$ cat src/rtl/shf_ctl_if.sv
// shf_ctl_if: requester, shifter and response signals around shf_ctl
interface shf_ctl_if #(parameter int DATASIZE = 16);
  logic r0_req, r1_req, r0_gnt, r1_gnt;
  logic [1:0] r0_cls, r1_cls;
  logic [DATASIZE-1:0] r0_dtx, r1_dtx, r0_dty, r1_dty;
  logic ctl_shf_en;
  logic [1:0] ctl_shf_cls;
  logic [DATASIZE-1:0] ctl_dtx, ctl_dty;
  logic [DATASIZE-1:0] shf_xb_dt;
  logic shf_ps_sv, shf_ps_sz;
  logic rsp_vld, rsp_rdy, rsp_id;
  logic [DATASIZE-1:0] rsp_dt;
  logic rsp_sv, rsp_sz;
  logic [1:0] stk_sv, stk_clr;
  logic busy;
  modport slave (
    input  r0_req, r1_req, r0_cls, r1_cls, r0_dtx, r1_dtx, r0_dty, r1_dty,
    input  shf_xb_dt, shf_ps_sv, shf_ps_sz, rsp_rdy, stk_clr,
    output r0_gnt, r1_gnt, ctl_shf_en, ctl_shf_cls, ctl_dtx, ctl_dty,
    output rsp_vld, rsp_id, rsp_dt, rsp_sv, rsp_sz, stk_sv, busy
  );
  modport master (
    output r0_req, r1_req, r0_cls, r1_cls, r0_dtx, r1_dtx, r0_dty, r1_dty,
    output shf_xb_dt, shf_ps_sv, shf_ps_sz, rsp_rdy, stk_clr,
    input  r0_gnt, r1_gnt, ctl_shf_en, ctl_shf_cls, ctl_dtx, ctl_dty,
    input  rsp_vld, rsp_id, rsp_dt, rsp_sv, rsp_sz, stk_sv, busy
  );
endinterface

$ cat src/rtl/shf_ctl.sv
// shf_ctl: round-robin issue controller sharing one shifter, with a one-entry response register
module shf_ctl #(parameter int DATASIZE = 16) (
  input logic clk,
  input logic reset,
  shf_ctl_if.slave bus
);
  logic infl_q, infl_d, infl_id_q, infl_id_d, prio_q, prio_d;
  logic rsp_vld_q, rsp_vld_d, rsp_id_q, rsp_id_d, rsp_sv_q, rsp_sv_d, rsp_sz_q, rsp_sz_d;
  logic [DATASIZE-1:0] rsp_dt_q, rsp_dt_d;
  logic [1:0] stk_q, stk_d, cls;
  logic drain, can_iss, cap, g0, g1, en;
  // grants gated by reset so nothing issues while the block is held in reset
  always_comb begin
    drain = !rsp_vld_q | bus.rsp_rdy;
    can_iss = reset & (!infl_q | drain);
    g0 = can_iss & bus.r0_req & (!bus.r1_req | !prio_q);
    g1 = can_iss & bus.r1_req & (!bus.r0_req | prio_q);
    en = g0 | g1;
    cap = infl_q & drain;
    cls = g1 ? bus.r1_cls : bus.r0_cls;
    infl_d = en | (infl_q & !cap);
    infl_id_d = en ? g1 : infl_id_q;
    prio_d = en ? !g1 : prio_q;
    rsp_vld_d = cap | (rsp_vld_q & !bus.rsp_rdy);
    rsp_id_d = cap ? infl_id_q : rsp_id_q;
    rsp_dt_d = cap ? bus.shf_xb_dt : rsp_dt_q;
    rsp_sv_d = cap ? bus.shf_ps_sv : rsp_sv_q;
    rsp_sz_d = cap ? bus.shf_ps_sz : rsp_sz_q;
    stk_d = (stk_q & ~bus.stk_clr) | ({1'b0, cap & bus.shf_ps_sv} << infl_id_q);
  end
  assign bus.r0_gnt = g0;
  assign bus.r1_gnt = g1;
  assign bus.ctl_shf_en = en;
  assign bus.ctl_shf_cls = cls;
  assign bus.ctl_dtx = g1 ? bus.r1_dtx : bus.r0_dtx;
  assign bus.ctl_dty = cls[1] ? '0 : (g1 ? bus.r1_dty : bus.r0_dty);
  assign bus.rsp_vld = rsp_vld_q;
  assign bus.rsp_id = rsp_id_q;
  assign bus.rsp_dt = rsp_dt_q;
  assign bus.rsp_sv = rsp_sv_q;
  assign bus.rsp_sz = rsp_sz_q;
  assign bus.stk_sv = stk_q;
  assign bus.busy = infl_q | rsp_vld_q;
  // pipeline, arbitration pointer, response and sticky state
  always_ff @(posedge clk or negedge reset)
    if (!reset) begin
      infl_q <= 1'b0;
      infl_id_q <= 1'b0;
      prio_q <= 1'b0;
      rsp_vld_q <= 1'b0;
      rsp_id_q <= 1'b0;
      rsp_dt_q <= '0;
      rsp_sv_q <= 1'b0;
      rsp_sz_q <= 1'b0;
      stk_q <= '0;
    end else begin
      infl_q <= infl_d;
      infl_id_q <= infl_id_d;
      prio_q <= prio_d;
      rsp_vld_q <= rsp_vld_d;
      rsp_id_q <= rsp_id_d;
      rsp_dt_q <= rsp_dt_d;
      rsp_sv_q <= rsp_sv_d;
      rsp_sz_q <= rsp_sz_d;
      stk_q <= stk_d;
    end
endmodule
$ cat src/flat_wrapper.sv
// flat-port wrapper written by rule: the top's interface ports become plain ports
module shf_ctl_flat 
#(parameter int DATASIZE = 16)
  (clk, reset, bus_r0_req, bus_r1_req, bus_r0_cls, bus_r1_cls, bus_r0_dtx, bus_r1_dtx, bus_r0_dty, bus_r1_dty, bus_shf_xb_dt, bus_shf_ps_sv, bus_shf_ps_sz, bus_rsp_rdy, bus_stk_clr, bus_r0_gnt, bus_r1_gnt, bus_ctl_shf_en, bus_ctl_shf_cls, bus_ctl_dtx, bus_ctl_dty, bus_rsp_vld, bus_rsp_id, bus_rsp_dt, bus_rsp_sv, bus_rsp_sz, bus_stk_sv, bus_busy);
  shf_ctl_if #(.DATASIZE(DATASIZE)) bus_i ();
  input logic clk;
  input logic reset;
  input wire logic [$bits(bus_i.r0_req)-1:0] bus_r0_req;
  input wire logic [$bits(bus_i.r1_req)-1:0] bus_r1_req;
  input wire logic [$bits(bus_i.r0_cls)-1:0] bus_r0_cls;
  input wire logic [$bits(bus_i.r1_cls)-1:0] bus_r1_cls;
  input wire logic [$bits(bus_i.r0_dtx)-1:0] bus_r0_dtx;
  input wire logic [$bits(bus_i.r1_dtx)-1:0] bus_r1_dtx;
  input wire logic [$bits(bus_i.r0_dty)-1:0] bus_r0_dty;
  input wire logic [$bits(bus_i.r1_dty)-1:0] bus_r1_dty;
  input wire logic [$bits(bus_i.shf_xb_dt)-1:0] bus_shf_xb_dt;
  input wire logic [$bits(bus_i.shf_ps_sv)-1:0] bus_shf_ps_sv;
  input wire logic [$bits(bus_i.shf_ps_sz)-1:0] bus_shf_ps_sz;
  input wire logic [$bits(bus_i.rsp_rdy)-1:0] bus_rsp_rdy;
  input wire logic [$bits(bus_i.stk_clr)-1:0] bus_stk_clr;
  output wire logic [$bits(bus_i.r0_gnt)-1:0] bus_r0_gnt;
  output wire logic [$bits(bus_i.r1_gnt)-1:0] bus_r1_gnt;
  output wire logic [$bits(bus_i.ctl_shf_en)-1:0] bus_ctl_shf_en;
  output wire logic [$bits(bus_i.ctl_shf_cls)-1:0] bus_ctl_shf_cls;
  output wire logic [$bits(bus_i.ctl_dtx)-1:0] bus_ctl_dtx;
  output wire logic [$bits(bus_i.ctl_dty)-1:0] bus_ctl_dty;
  output wire logic [$bits(bus_i.rsp_vld)-1:0] bus_rsp_vld;
  output wire logic [$bits(bus_i.rsp_id)-1:0] bus_rsp_id;
  output wire logic [$bits(bus_i.rsp_dt)-1:0] bus_rsp_dt;
  output wire logic [$bits(bus_i.rsp_sv)-1:0] bus_rsp_sv;
  output wire logic [$bits(bus_i.rsp_sz)-1:0] bus_rsp_sz;
  output wire logic [$bits(bus_i.stk_sv)-1:0] bus_stk_sv;
  output wire logic [$bits(bus_i.busy)-1:0] bus_busy;
  assign bus_i.r0_req = bus_r0_req;
  assign bus_i.r1_req = bus_r1_req;
  assign bus_i.r0_cls = bus_r0_cls;
  assign bus_i.r1_cls = bus_r1_cls;
  assign bus_i.r0_dtx = bus_r0_dtx;
  assign bus_i.r1_dtx = bus_r1_dtx;
  assign bus_i.r0_dty = bus_r0_dty;
  assign bus_i.r1_dty = bus_r1_dty;
  assign bus_i.shf_xb_dt = bus_shf_xb_dt;
  assign bus_i.shf_ps_sv = bus_shf_ps_sv;
  assign bus_i.shf_ps_sz = bus_shf_ps_sz;
  assign bus_i.rsp_rdy = bus_rsp_rdy;
  assign bus_i.stk_clr = bus_stk_clr;
  assign bus_r0_gnt = bus_i.r0_gnt;
  assign bus_r1_gnt = bus_i.r1_gnt;
  assign bus_ctl_shf_en = bus_i.ctl_shf_en;
  assign bus_ctl_shf_cls = bus_i.ctl_shf_cls;
  assign bus_ctl_dtx = bus_i.ctl_dtx;
  assign bus_ctl_dty = bus_i.ctl_dty;
  assign bus_rsp_vld = bus_i.rsp_vld;
  assign bus_rsp_id = bus_i.rsp_id;
  assign bus_rsp_dt = bus_i.rsp_dt;
  assign bus_rsp_sv = bus_i.rsp_sv;
  assign bus_rsp_sz = bus_i.rsp_sz;
  assign bus_stk_sv = bus_i.stk_sv;
  assign bus_busy = bus_i.busy;
  shf_ctl #(.DATASIZE(DATASIZE)) u_core (.clk(clk), .reset(reset), .bus(bus_i));
endmodule
$ cat config.mk
export PLATFORM = sky130hd
export DESIGN_NAME = shf_ctl_flat
export DESIGN_NICKNAME = d
export VERILOG_FILES = /design/src/rtl/shf_ctl_if.sv /design/src/rtl/shf_ctl.sv /design/src/flat_wrapper.sv
export SDC_FILE = /design/constraint.sdc
export NUM_CORES = 1
export LEC_CHECK = 0
export ABC_AREA = 1
export CAP_MARGIN = 20
export CORE_MARGIN = 4
export CORE_UTILIZATION = 33
export DETAILED_ROUTE_END_ITERATION = 8
export PLACE_DENSITY = 0.95
export SLEW_MARGIN = 30
export SYNTH_ARGS = -nofsm -noshare
export SYNTH_HDL_FRONTEND = slang
export SYNTH_SLANG_ARGS = --single-unit
$ cat constraint.sdc
create_clock -name clk -period 4.33 [get_ports clk]
set_input_delay 0.866 -clock clk [delete_from_list [all_inputs] [get_ports clk]]
set_output_delay 0.866 -clock clk [all_outputs]
set_load 0.005 [all_outputs]
## Word-level counts from Yosys, hierarchy flattened

Cells that the tools add are included.

- Flip-flop bits (word level): 25
- Input bits: 93
- Output and inout bits: 60
- Logic and storage cells: 42

- Shift operators: 1
- Mux-type cells: 4
- Bitwise logic cells: 20
- Reductions and logical operators: 8

Operators by type and width:

| kind | count |
|---|---|
| $mux W16 | 3 |
| $and A1 B1 Y1 | 9 |
| $logic_not A1 Y1 | 8 |
| $or A1 B1 Y1 | 8 |
| $and A2 B2 Y2 | 1 |
| $mux W2 | 1 |
| $not A2 Y2 | 1 |
| $or A2 B2 Y2 | 1 |
| $shl A1 B1 Y2 | 1 |

## Logic depth before layout (Yosys ltp)

Gate-level depths: netlist of run 1.

- Depth after elaboration: 8
- Gate-level depth with buffers: 9

## Least setup slack after synthesis of run 1

Ideal clock, no wire load.

- Path kind: input to output
- From: input port bus_rsp_rdy
- To: output port bus_ctl_dty[10]
- Arrival: 1.728 ns
- Required time: 3.464 ns
- Slack: 1.736 ns
- Cell stages on the path: 9
- Path through: inv_1 nand3_1 nand2_1 clkinv_1 nand3_1 nand2_4 buf_6 nand2_1 inv_1

- Longest elaborated chain between the ends: 7
- Elaborated cells between the ends (all ways): 8

Ends and longest elaborated chain:

| what | RTL line | RTL |
|---|---|---|
| from (decl) | flat_wrapper.sv:19 | `input wire logic [$bits(bus_i.rsp_rdy)-1:0] bus_rsp_rdy;` |
| $or A1 B1 Y1 * | shf_ctl.sv:14 | `drain = !rsp_vld_q \| bus.rsp_rdy;` |
| $or A1 B1 Y1 * | shf_ctl.sv:15 | `can_iss = reset & (!infl_q \| drain);` |
| $and A1 B1 Y1 * | shf_ctl.sv:15 |  |
| $and A1 B1 Y1 * (2 in a row) | shf_ctl.sv:17 | `g1 = can_iss & bus.r1_req & (!bus.r0_req \| prio_q);` |
| $mux W16 / $mux W2 (equally long branches) | shf_ctl.sv:36, shf_ctl.sv:20 |  |
| $mux W16 * | shf_ctl.sv:36 | `assign bus.ctl_dty = cls[1] ? '0 : (g1 ? bus.r1_dty : bus.r0_dty);` |
| to (decl) | flat_wrapper.sv:26 | `output wire logic [$bits(bus_i.ctl_dty)-1:0] bus_ctl_dty;` |

Every way passes the cells marked *; elsewhere a longest branch is shown, timed or not.

## Worst setup path in the final report of run 1

- From: input port bus_rsp_rdy
- To: output port bus_ctl_dty[3]

Same word-level chain as after synthesis.

==> impl_results.md, run 1 <==
- Status: completed
- Hold Slack: roughly 470 ps
- Die span in x: between 70 and 80 um
- R2R depth: 4
- # nets final: between 400 and 500
- Met3 wire len: roughly 540 um
- FF-to-FF setup slack: around 2300 ps
- Largest family of logic cells by synthesized area: simple AND/OR/NAND/NOR gates
- Xor/xnor share of the synthesized area: 0%
- CTS Sinks: 25
- Post-DP HPWL: ~4900 um
- Crit Path Max Fanout: 18
- Largest net degree at the start of global routing: 25
- GRT Util Overall: 18.8%
- # diodes: 0
- Setup TNS: 0 ps
- Number of global-route vias before repair: about 2100
- Worst setup SP type: input pin
- DR DRC count: 0
- Synth Area in Simple Gates: a little under half
- H-Tree Depth: 1
- PD cells: ~330 nW/um2
- Element type at the critical path end: primary output
- HP Class: register to register
- Fmax: ~260 MHz
- Total congestion overflow: 0
- DR top layer: met4
- RSZ-0062 raised after global routing: false
- Unique masters post-synth: 17
- CTS Hold Bufs: 0
- Crit path to: bus_ctl_dty[3]
- Slew @ Worst Pin: 811 ps
- Final ANT Viol Nets: 0
- Clock-pin slew on the worst setup and hold paths: 80 ps
- Via count: approximately 2100
- Minimum clock period: between 3000 and 4000 ps
- R2r endpoint: u_core.bus.rsp_dt[13]$_DFFE_PN0N_
- Worst IR Drop VDD: about 0.17 mV
- Initial antenna violation count: 0
- Relative slew slack: approximately 46%
- Metal-1 WL: ~2000 um
- Final core utilization: between 60% and 70%
- Core ar.: about 4700 um2
- Pins Over Slew Limit: 0
- Final setup viols: 0
- Post-Syn Area: around 1600 um2
- Routed wire per std cell: 12.6 um
- Total area of sequential cells: approximately 630 um2
- Post-synthesis compound-gate area fraction: 4.08%
- Drt first pass iters: 5
- Row cnt: 25
- Io pins: 153
- Final wirelength: ~5800 um
- Die Span Y: between 70 and 80 um
- Critical path data arrival time: between 2000 and 3000 ps
- TritonCTS clock tree: built
- Flops & latches, synth: 25
- Clk root buf: clkbuf_8
- Crit share post-route: approximately nine tenths
- Multi-input gate area: a little under 800 um2
- I/O Buffers: about 150
- Max_cap viols: 0
- First-pass GRT wire length: roughly 9300 um
- Final Hold Vio Count: 0
- Area growth, synth to finish: 100%
- Syn Inst Count: around 260
- Num CTS Buffers: 3
- Clk_lat worst skew: between 200 and 300 ps
- First element of the critical path: bus_rsp_rdy
- Die ar.: approximately 6000 um2
- Iteration-0 DRC count of the detailed router: 74
- Initial Util: 34.0%
- Pleak: 1.65 nW
- Layout cells sized above 1: 2.96%
- R2r startpoint: u_core.bus.rsp_vld$_DFF_PN0_
- Post-cts resize count: 0
- Post-Route Skew: 1.44 ps
- Post-synthesis sequential area ratio: just under 40%
- Vias per cell: between 4 and 5
- WHS Path Cells: 1
- Fill cells: 384
- Syn avg cell area: roughly 6.2 um2
- Routability cong.: approximately 0.86
- Clk buf depth: 2
- Post-CTS Setup Repair Bufs: 0
- YS warnings: 0
- Worst EP required: around 3500 ps
- Adder-cell share of the synthesized area: 0%
- Syn nets: ~350
- Post-synthesis mux area share: 0%
- Overall power: between 1 and 1.5 mW
- Crit Path Class: input pin to primary output
- Wire length on met2: 3140 um
==> through the flow <==
stage          instance area (um2)  cells  setup slack [ps]
5_1_grt                       3190    459               310
6_report                      3190    459               500
4_1_cts                       3190    459               480
3_3_place_gp                  3150    455               544
3_5_place_dp                  3150    455               477
2_1_floorplan                 1590    256              1740
==> worst min-delay path by stage <==
stage | from | to | slack (ps)
detailed placement | u_core.bus.rsp_dt[3]$_DFFE_PN0N_ | u_core.bus.rsp_dt[3]$_DFFE_PN0N_ | 460
floorplan | u_core.infl_id_q$_DFFE_PN0P_ | u_core.bus.stk_sv[0]$_DFF_PN0_ | 430
global placement | u_core.infl_id_q$_DFFE_PN0P_ | u_core.bus.stk_sv[0]$_DFF_PN0_ | 440
global route | u_core.bus.rsp_sz$_DFFE_PN0N_ | u_core.bus.rsp_sz$_DFFE_PN0N_ | 490
CTS | u_core.infl_id_q$_DFFE_PN0P_ | u_core.bus.stk_sv[0]$_DFF_PN0_ | 470
finish | u_core.infl_id_q$_DFFE_PN0P_ | u_core.bus.stk_sv[0]$_DFF_PN0_ | 470
==> kinds of logic (layout without fill, tap and decap cells) <==
family / count (synthesis) / in the layout
AOI/OAI and AO/OA: 9 / 9
buffers and inverters: 42 / 191
and+or+nand+nor: 180 / 180
DFF: 25 / 25
==> synth_stat cells (all sizes together) <==
cell type,number,area (um2)
clkbuf,3,11.3
o22ai,2,12.5
nand2,160,616
nand3,20,105
buf,8,55.1
inv,29,109
dfrtp,25,626
o21ai,3,15.0
a21oi,3,30.0
a21boi,1,7.51
clkinv,2,7.51
==> layer usage <==
metal / global-route usage, % / vias to the layer above
li1: - / 1058
met1: 18.0 / 893
met2: 37.7 / 92
met3: 6.61 / 8
met4: 4.27 / 0
met5: 0 / -
==> final cells by class <==
class	instances	area share, %
repair buffers	156	48.6
multi-input cells	189	24.6
flip-flops and latches	25	19.6
inverters	31	3.65
well taps	54	2.12
clock buffers	4	1.41
==> cell usage in the layout, fill, tap and decap left out, drive strengths merged <==
cell type,synthesis,final
clkdlybuf4s50,0,152
clkbuf,3,4
o22ai,2,2
inv,29,29
a21boi,1,1
nand3,20,20
o21ai,3,3
a21oi,3,3
nand2,160,160
buf,8,4
dfrtp,25,25
clkinv,2,2
==> critical path, stage by stage <==
cell	delay, ps
clkdlybuf4s50_1	420
inv_1	90
nand3_1	120
nand2_1	90
clkinv_1	380
nand3_1	280
nand2_4	150
nand2_1	100
inv_1	40
clkdlybuf4s50_1	440
==> state kept, by name (all words and copies together) (netlist names) <==
register            flops
u_core.bus.stk_sv       2
u_core.bus.rsp_id       1
u_core.bus.rsp_vld      1
u_core.bus.rsp_sz       1
u_core.bus.rsp_sv       1
u_core.infl_id_q        1
u_core.infl_q           1
u_core.bus.rsp_dt      16
u_core.prio_q           1
==> where the power goes <==
group	switching [mW]	internal (mW)	leakage, nW	total (mW)
combinational	0.220	0.338	1.32	0.558
clock	0.0662	0.0656	0.0228	0.132
sequential	0.0459	0.321	0.308	0.367
(Power assumes the default switching activity.)
==> run 2: changes to the inputs <==
--- a/config.mk
+++ b/config.mk
@@ -7,8 +7,10 @@
 export LEC_CHECK = 0
 export ABC_AREA = 1
 export CAP_MARGIN = 20
+export CORE_ASPECT_RATIO = 0.5
 export CORE_MARGIN = 4
 export CORE_UTILIZATION = 33
+export CTS_CLUSTER_SIZE = 12
 export DETAILED_ROUTE_END_ITERATION = 8
 export PLACE_DENSITY = 0.95
 export SLEW_MARGIN = 30
==> impl_results.md, run 2 (same netlist as run 1, synthesis figures left out) <==
- GRT Util Overall: 20.0% (was 18.8%)
- Crit path to: bus_ctl_shf_cls[1] (was bus_ctl_dty[3])
- Post-Route Skew: 2.87 ps (was 1.44 ps)
- TritonCTS clock tree: built (unchanged)
- Vias per cell: 4.35 (was 4.47)
- Met3 wire len: 294 um (was 538 um)
- R2r endpoint: u_core.infl_id_q$_DFFE_PN0P_ (was u_core.bus.rsp_dt[13]$_DFFE_PN0N_)
- Final Hold Vio Count: 0 (unchanged)
- Pins Over Slew Limit: 0 (unchanged)
- Clk buf depth: 2 (unchanged)
- Io pins: 153 (unchanged)
- Pleak: 1.66 nW (was 1.65 nW)
- Routability cong.: 0.912 (was 0.865)
- Setup TNS: 0 ps (unchanged)
- Combinational share of power: 52.8% (about the same)
- Minimum clock period: 3910 ps (was 3830 ps)
- Post-cts resize count: 0 (unchanged)
- Initial Util: 35.2% (was 34.0%)
- # nets final: 500 (was 499)
- PD cells: 337 nW/um2 (was 331 nW/um2)
- Wire length on met2: 3600 um (was 3140 um)
- P_int: 0.726 mW (was 0.725 mW)
- HP Start: u_core.bus.rsp_dt[1]$_DFFE_PN0N_ (was u_core.infl_id_q$_DFFE_PN0P_)
- Max FFs per register: 16 (unchanged)
- Initial antenna violation count: 0 (unchanged)
- Area growth, synth to finish: 102% (was 100%)
- Post-CTS Setup Repair Bufs: 0 (unchanged)
- Clk root buf: clkbuf_8 (unchanged)
- Layout cells sized above 1: 3.45% (was 2.96%)
- Max_cap viols: 0 (unchanged)
- H-Tree Depth: 1 (unchanged)
- Sw frac: 32.9% (was 31.4%)
- CTS Sinks: 25 (unchanged)
- RSZ-0062 raised after global routing: false (unchanged)
- R2R depth: 6 (was 4)
- Metal-1 WL: 2300 um (was 1990 um)
- Die Span Y: 57.1 um (was 77.5 um)
- I/O Buffers: 152 (unchanged)
- Element type at the critical path end: primary output (unchanged)
- Commonest cells after routing, fill and taps aside: nand2_1 (158), clkdlybuf4s50_1 (152), inv_1 (29) (unchanged)
- Clk_lat worst skew: 270 ps (was 260 ps)
- Number of global-route vias before repair: 2017 (was 2120)
- Routed wire per std cell: 13.4 um (was 12.6 um)
- First-pass GRT wire length: 9690 um (was 9320 um)
- Post-DP HPWL: 5200 um (was 4860 um)
- Final wirelength: 6340 um (was 5760 um)
- Net switching power: 0.356 mW (was 0.332 mW)
- Die span in x: 106 um (was 77.5 um)
- Worst EP required: 3460 ps (about the same)
- DR DRC count: 0 (unchanged)
- Worst setup SP type: input pin (unchanged)
- HP Class: register to register (unchanged)
- Status: completed (unchanged)
- Num CTS Buffers: 3 (unchanged)
- First element of the critical path: bus_rsp_rdy (unchanged)
- CTS Hold Bufs: 0 (unchanged)
- Drt first pass iters: 4 (was 5)
- Core ar.: 4530 um2 (was 4690 um2)
- Total congestion overflow: 0 (unchanged)
- Relative slew slack: 58.8% (was 46.0%)
- Post-route setup slack: 422 ps (was 500 ps)
- Clock-pin slew on the worst setup and hold paths: 80 ps (about the same)
- Crit share post-route: 90.2% (was 88.5%)
- Crit Path Class: input pin to primary output (unchanged)
- Slew @ Worst Pin: 618 ps (was 811 ps)
- R2r startpoint: u_core.bus.rsp_vld$_DFF_PN0_ (unchanged)
- Sequential power share: 34.5% (was 34.7%)
- DR top layer: met4 (unchanged)
- Worst IR Drop VDD: 0.184 mV (was 0.171 mV)
- Via count: 2053 (was 2051)
- Largest net degree at the start of global routing: 25 (unchanged)
- Die ar.: 6070 um2 (was 6010 um2)
- Final ANT Viol Nets: 0 (unchanged)
- Pre-CTS setup slack: 465 ps (was 477 ps)
- Fmax: 256 MHz (was 261 MHz)
- Final setup viols: 0 (unchanged)
- Row cnt: 17 (was 25)
- # diodes: 0 (unchanged)
- FF-to-FF setup slack: 2600 ps (was 2330 ps)
- Clk pwr share: 12.7% (was 12.5%)
- Iteration-0 DRC count of the detailed router: 82 (was 74)
- Crit Path Max Fanout: 18 (unchanged)
- Commonest non-fill, non-tap cell in the layout: nand2_1 (unchanged)
- Critical path data arrival time: 3040 ps (was 2960 ps)
[run 2: through the flow]
step | cell area (um2) | cells | util, % | power [mW] | hold WS [ps]
finish | 3220 | 472 | 71.0 | 1.08 | 478
global route | 3220 | 472 | 71.0 | 1.16 | 498
CTS | 3220 | 472 | 71.0 | 1.09 | 457
detailed placement | 3170 | 468 | 70.0 | 0.948 | 448
global placement | 3170 | 468 | 70.0 | 0.930 | 443
floorplan | 1590 | 256 | - | 0.563 | 434
[run 2: metal layers]
metal,global-route usage (%),vias to the layer above
li1,-,1058
met1,21.6,920
met2,39.4,63
met3,4.07,12
met4,6.64,0
met5,0,-
[run 2: worst min-delay path by stage]
stage / endpoint / slack, ps / depth (start not counted)
after global placement: u_core.bus.stk_sv[0]$_DFF_PN0_ / 440 / 1
after detailed placement: u_core.bus.stk_sv[0]$_DFF_PN0_ / 450 / 1
after global routing: u_core.bus.rsp_dt[9]$_DFFE_PN0N_ / 500 / 2
after CTS: u_core.bus.stk_sv[0]$_DFF_PN0_ / 460 / 1
final: u_core.bus.rsp_dt[1]$_DFFE_PN0N_ / 480 / 2
after floorplan: u_core.bus.stk_sv[0]$_DFF_PN0_ / 430 / 1
[run 2: power by group through the flow]
stage / registers [mW] / clock network [mW] / logic (mW)
4_1_cts: 0.372 / 0.138 / 0.578
3_5_place_dp: 0.375 / 0 / 0.573
6_report: 0.374 / 0.137 / 0.571
2_1_floorplan: 0.378 / 0 / 0.186
3_3_place_gp: 0.369 / 0 / 0.561
5_1_grt: 0.385 / 0.146 / 0.625
[run 2: cell type report]
| type | instances | area (um2) |
|---|---|---|
| Multi-Input combinational cell | 189 | 786 |
| Tap cell | 66 | 82.6 |
| Timing Repair Buffer | 157 | 1560 |
| Clock buffer | 3 | 41.3 |
| Clock inverter | 1 | 5.00 |
| Fill cell | 336 | 1320 |
| Sequential cell | 25 | 626 |
| Inverter | 31 | 116 |
[run 2: worst max-delay path: stages]
cell and delay [ps]:
clkdlybuf4s50_1 420, inv_1 100, nand3_1 130, nand2_1 100, clkinv_1 390, nand3_1 280, nand2_4 150, inv_1 80
clkdlybuf4s50_1 500
